<file path="src/rtl/rr_grant_arbiter.sv">
// Round-robin arbiter with a held grant.
// A grant lasts until the owner asserts done or drops its request. After every
// release there is one idle cycle. The search pointer then restarts just past the
// previous owner.
// Optional feature: define ARB_TIMEOUT_EN to revoke any grant after TIMEOUT cycles
// and pulse timeout_err.
module rr_grant_arbiter #(
    parameter int unsigned N       = 4,
    parameter int unsigned TIMEOUT = 16
) (
    input  logic                 clk,
    input  logic                 rstn,
    input  logic [N-1:0]         req,
    input  logic                 done,
    output logic [N-1:0]         gnt,
    output logic [$clog2(N)-1:0] gnt_id,
    output logic                 busy,
    output logic                 timeout_err
);

    localparam int unsigned IDW = $clog2(N);

    // Reject out-of-range configurations at elaboration time.
    if (N < 2 || N > 16) begin : g_bad_n
        $error("rr_grant_arbiter: N must be in 2..16");
    end
    if (TIMEOUT < 2) begin : g_bad_timeout
        $error("rr_grant_arbiter: TIMEOUT must be >= 2");
    end

    typedef enum logic {StIdle, StOwn} state_e;

    state_e         state_q, state_d;
    logic [N-1:0]   gnt_q, gnt_d;
    logic [IDW-1:0] gnt_id_q, gnt_id_d;
    logic [IDW-1:0] ptr_q, ptr_d;

    logic [N-1:0]   req_rot;
    logic [IDW:0]   pick_sum;
    logic           pick_valid;
    logic [IDW-1:0] pick_id;
    logic           owner_req;
    logic           timeout_hit;
    logic           rel;
    logic           grant_now;

    // Requests rotated so that bit 0 corresponds to the requester at ptr.
    assign req_rot   = N'({req, req} >> ptr_q);
    assign owner_req = |(req & gnt_q);
    assign rel       = (state_q == StOwn) && (done || !owner_req || timeout_hit);
    assign grant_now = (state_q == StIdle) && pick_valid;

    // Find the first request at or after ptr, wrapping around.
    always_comb begin
        pick_valid = 1'b0;
        pick_id    = '0;
        pick_sum   = '0;
        for (int i = 0; i < int'(N); i++) begin
            if (!pick_valid && req_rot[i]) begin
                pick_valid = 1'b1;
                pick_sum   = {1'b0, ptr_q} + (IDW + 1)'(i);
                if (pick_sum >= (IDW + 1)'(N)) begin
                    pick_id = IDW'(pick_sum - (IDW + 1)'(N));
                end else begin
                    pick_id = pick_sum[IDW-1:0];
                end
            end
        end
    end

    // Next-state logic for the grant FSM.
    always_comb begin
        state_d  = state_q;
        gnt_d    = gnt_q;
        gnt_id_d = gnt_id_q;
        ptr_d    = ptr_q;
        unique case (state_q)
            StIdle: begin
                if (grant_now) begin
                    state_d  = StOwn;
                    gnt_d    = N'(1) << pick_id;
                    gnt_id_d = pick_id;
                end
            end
            StOwn: begin
                if (rel) begin
                    state_d  = StIdle;
                    gnt_d    = '0;
                    gnt_id_d = '0;
                    ptr_d    = (gnt_id_q == IDW'(N - 1)) ? '0 : gnt_id_q + IDW'(1);
                end
            end
            default: state_d = StIdle;
        endcase
    end

    // FSM, grant and pointer registers.
    always_ff @(posedge clk or negedge rstn) begin
        if (!rstn) begin
            state_q  <= StIdle;
            gnt_q    <= '0;
            gnt_id_q <= '0;
            ptr_q    <= '0;
        end else begin
            state_q  <= state_d;
            gnt_q    <= gnt_d;
            gnt_id_q <= gnt_id_d;
            ptr_q    <= ptr_d;
        end
    end

`ifdef ARB_TIMEOUT_EN
    localparam int unsigned CntW = $clog2(TIMEOUT);

    logic [CntW-1:0] cnt_q, cnt_d;
    logic            terr_q, terr_d;

    assign timeout_hit = (state_q == StOwn) && (cnt_q == CntW'(TIMEOUT - 1));

    // Hold counter: cleared when a grant is issued, counts while owned.
    // A release caused by done or a dropped request is not a timeout error.
    always_comb begin
        cnt_d  = cnt_q;
        terr_d = rel && timeout_hit && !done && owner_req;
        if (grant_now) begin
            cnt_d = '0;
        end else if ((state_q == StOwn) && !rel) begin
            cnt_d = cnt_q + CntW'(1);
        end
    end

    // Hold counter and error-pulse registers.
    always_ff @(posedge clk or negedge rstn) begin
        if (!rstn) begin
            cnt_q  <= '0;
            terr_q <= 1'b0;
        end else begin
            cnt_q  <= cnt_d;
            terr_q <= terr_d;
        end
    end

    assign timeout_err = terr_q;
`else
    assign timeout_hit = 1'b0;
    assign timeout_err = 1'b0;
`endif

    assign gnt    = gnt_q;
    assign gnt_id = gnt_id_q;
    assign busy   = (state_q == StOwn);

endmodule

</file>
<file path="config.mk">
export PLATFORM = sky130hd
export DESIGN_NAME = rr_grant_arbiter
export DESIGN_NICKNAME = d
export VERILOG_FILES = /design/src/rtl/rr_grant_arbiter.sv
export SDC_FILE = /design/constraint.sdc
export NUM_CORES = 1
export LEC_CHECK = 0
export BUFFER_PORTS_ARGS = -buffer_cell sky130_fd_sc_hd__buf_2
export CAP_MARGIN = 10
export CORE_AREA = 5 5 42 44
export CTS_BUF_LIST = sky130_fd_sc_hd__clkbuf_4 sky130_fd_sc_hd__clkbuf_8 sky130_fd_sc_hd__clkbuf_16
export DETAILED_ROUTE_END_ITERATION = 10
export DIE_AREA = 0 0 47 49
export GPL_TIMING_DRIVEN = 1
export PLACE_DENSITY_LB_ADDON = 0.05
export SLEW_MARGIN = 20
export SYNTH_ARGS = -nofsm -noshare
export SYNTH_HDL_FRONTEND = slang
export SYNTH_SLANG_ARGS = --single-unit
</file>
<file path="constraint.sdc">
create_clock -name clk -period 1.61 [get_ports clk]
set_input_delay 0.2415 -clock clk [delete_from_list [all_inputs] [get_ports clk]]
set_output_delay 0.2415 -clock clk [all_outputs]
set_load 0.05 [all_outputs]
</file>
==> flow_summary.toml <==
[outcome]
run_status = "finished, final reports clean"

[global_routing]
groute.usage.overall_pct = 11.23
grt_start_max_net_pins = 10
number_of_antenna_violations_at_the_first_check_in_global_routing = 0
grt_first_pass_wirelength_um = 1849
first_global_vias = 388
global_route.overflow_total = 0

[sta]
slew_viol_final = 0
grt_setup_unrepaired = "false"
max_freq_mhz = 678.7
totalNegativeSetupSlack_ns = 0
setup_violations = 0
min_period_ns = 1.473
setup_ws_ns = 0.1367
layout_worst_path_cycle_share_pct = 91.51
hold_viol = 0
clock_skew_ns = 0.008896

[final_layout]
finalNetCount = 70
layout-area-overhead-vs-synth_pct = 24.17
drive_gt1_share_pct = 47.54
regArea_um2 = 226.5
antenna_cells = 0
layout.core_utilization_pct = 43.57
final-instance-count-excl-fill = 77
fillers = 151
post-route-cell-area_um2 = 610.6
multi_input_area_um2 = 255.2

[yosys]
netlist_top_cells_area = "dfrtp_1 46%, a32o_2 9.2%, mux2_2 4.6%, a21oi_1 4.1%, a22o_2 4.1%"
synthesis.nets = 52
netlist_instances = 44
synth.largest_area_cell = "dfrtp_1"
synthesis.area_um2 = 491.7
synth.yosys.seq_area_share_pct = 45.80
synthDominantCellAreaShare_pct = 45.80
synth-seq-cells = 9
synth-warning-count = 0
synth_area_per_cell_um2 = 11.18
synth_cell_types = 22

[detailed_routing]
route.final.wire_length_um = 1194
routedWlPerCell_um = 15.51
antenna_violating_nets_post_route = 0
dr.pass1.iters = 4
drt_drc_violations_left = 0
per_cell_via_count_in_the_routed_design = 5.403
route.vias.total = 416
first_iter_violations = 11

[power]
leakagePower_nw = 0.3266
ir_worst_vdd_mv = 1.007
power-per-cell-area_mw_per_mm2 = 2125

[floorplan]
num_io_pins = 15
start_util_pct = 35.09
floorplan.rows = 14
height_of_the_die_um = 49
die_area_mm2 = 0.002303
die_width_um = 47
core_area_mm2 = 0.001401

[worst_setup_path]
r2r_end = "gnt[2]"
reg2reg_from = "ptr_q[1]"
cpPeakStageDelay_ns = 0.42
critPathBufInv = 0
crit_chain = "mux2i_1, nor2_1, or3_1, a32o_2"
critical_path.startpoint_type = "register"
worst_reg_to_reg_path_cell_count = 4
worst_path_dominant_cell_family = "simple AND/OR/NAND/NOR gates"
setup.worst_path.class = "register to register"
critical_path.slowest_cell = "dfrtp_2"
regToRegSetupSlack_ns = 0.14
arrival_time_at_the_worst_endpoint_ns = 1.62
crit_path_end_kind = "register"
worstSetupStartpoint = "ptr_q[1]"
required_ns = 1.76
worstPathMaxFanout = 7

[clock_tree]
clk_path_buf_depth = 2
clock_sinks = 9
clkTransAtPathRegs_ns = 0.06
htreeDepth = 1
cts_root_buffer = "clkbuf_4"
clock_insertion_delay_worst_skew_ns = 0.27
tritoncts = "built"
cts_buffers = 3

[place]
gp_congestion = 0.8380
place_hpwl_um = 953.5
dpl_worst_slack_ns = 0.1218
post_dp_cell_area_um2 = 569.3
dp.cells = 72
buffer_ports.inserted = 13

[flow_run]
maxCapViolCount = 0

[hold_path]
path_class_of_the_lowest_slack_min_delay_path = "input pin to asynchronous set/reset pin"
==> metrics by stage <==
step / hold WS (ns) / total power, W
6_report: 0.3515 / 0.001297
5_1_grt: 0.3792 / 0.001367
4_1_cts: 0.3657 / 0.001308
3_5_place_dp: 0.1109 / 0.001109
3_3_place_gp: 0.1035 / 0.001093
2_1_floorplan: -0.05409 / 0.0009355
==> worst max-delay path by stage <==
stage | end | slack, ns | cells past startpoint
finish | gnt[2] | 0.14 | 4
floorplan | ptr_q[0] | 0.03 | 4
CTS | gnt[2] | 0.1 | 4
global placement | gnt[1] | 0.14 | 4
global route | gnt[2] | 0.04 | 4
detailed placement | gnt[2] | 0.12 | 4
==> what timing repair did <==
| action | in CTS | in global routing |
|---|---|---|
| resized for setup | 0 | 1 |
| setup endpoints to repair | 0 | 2 |
| hold buffers | 1 | 0 |
| setup buffers | 0 | 0 |
| endpoints found under the hold margin | 9 | 0 |
==> cell usage after synthesis (all sizes together) <==
master	instances
o22a	1
a32o	4
mux2	2
nor2	4
conb	1
buf	1
or3	1
o22ai	1
nor2b	1
mux2i	1
dfrtp	9
a21oi	4
nand2	1
a21o	1
ha	1
a22o	2
o21a	2
a22oi	2
or4	1
inv	1
nor3	1
nand2b	2
==> layout make-up <==
class	count	area share, %
clock buffers	4	4.918
inverters	1	0.6148
multi-input cells	33	41.80
flip-flops and latches	9	37.09
well taps	16	3.279
repair buffers	14	12.30
==> placed cells by master (no fill, tap or decap) <==
cell	Yosys	routed
or4_4	1	1
o22ai_1	1	1
a21oi_1	4	4
nand2_1	1	1
nor3_1	1	1
a22o_2	2	2
buf_2	0	13
nor2_1	4	4
a22oi_1	2	2
ha_1	1	1
o22a_1	1	1
mux2i_1	1	1
nand2b_1	2	2
dfrtp_1	9	8
mux2_2	2	2
o21a_1	2	2
dlygate4sd3_1	0	1
nor2b_4	1	1
dfrtp_2	0	1
a21o_2	1	1
conb_1	1	1
clkbuf_4	0	4
a32o_2	4	4
or3_1	1	1
inv_1	1	1
==> registers in the layout, indices dropped and copies added (netlist names) <==
name / flops
gnt: 4
gnt_id: 2
ptr_q: 2
busy: 1
==> cells by family after synthesis <==
family	after synthesis	synth area share, %
other	1	0.7626
AND/OR/NAND/NOR	11	13.74
AO/OA/AOI/OAI	17	28.24
multiplexers	3	6.616
flip-flops	9	45.80
buffers and inverters	2	2.290
adder cells (fa/ha/maj)	1	2.544
==> metal layers <==
layer	up-vias	track usage, %	wire, um
li1	202	-	-
met1	201	13.12	463
met2	8	18.55	660
met3	5	3.321	53
met4	0	4.147	17
met5	-	0	0
==> report_power, final <==
group	leakage [nW]	total (W)	internal, W	switching, W
Combinational	0.195	0.000679	0.000239	0.000440
Clock	0.0184	0.000193	0.000112	0.0000806
Sequential	0.113	0.000425	0.000322	0.000103
(Power assumes the default switching activity.)
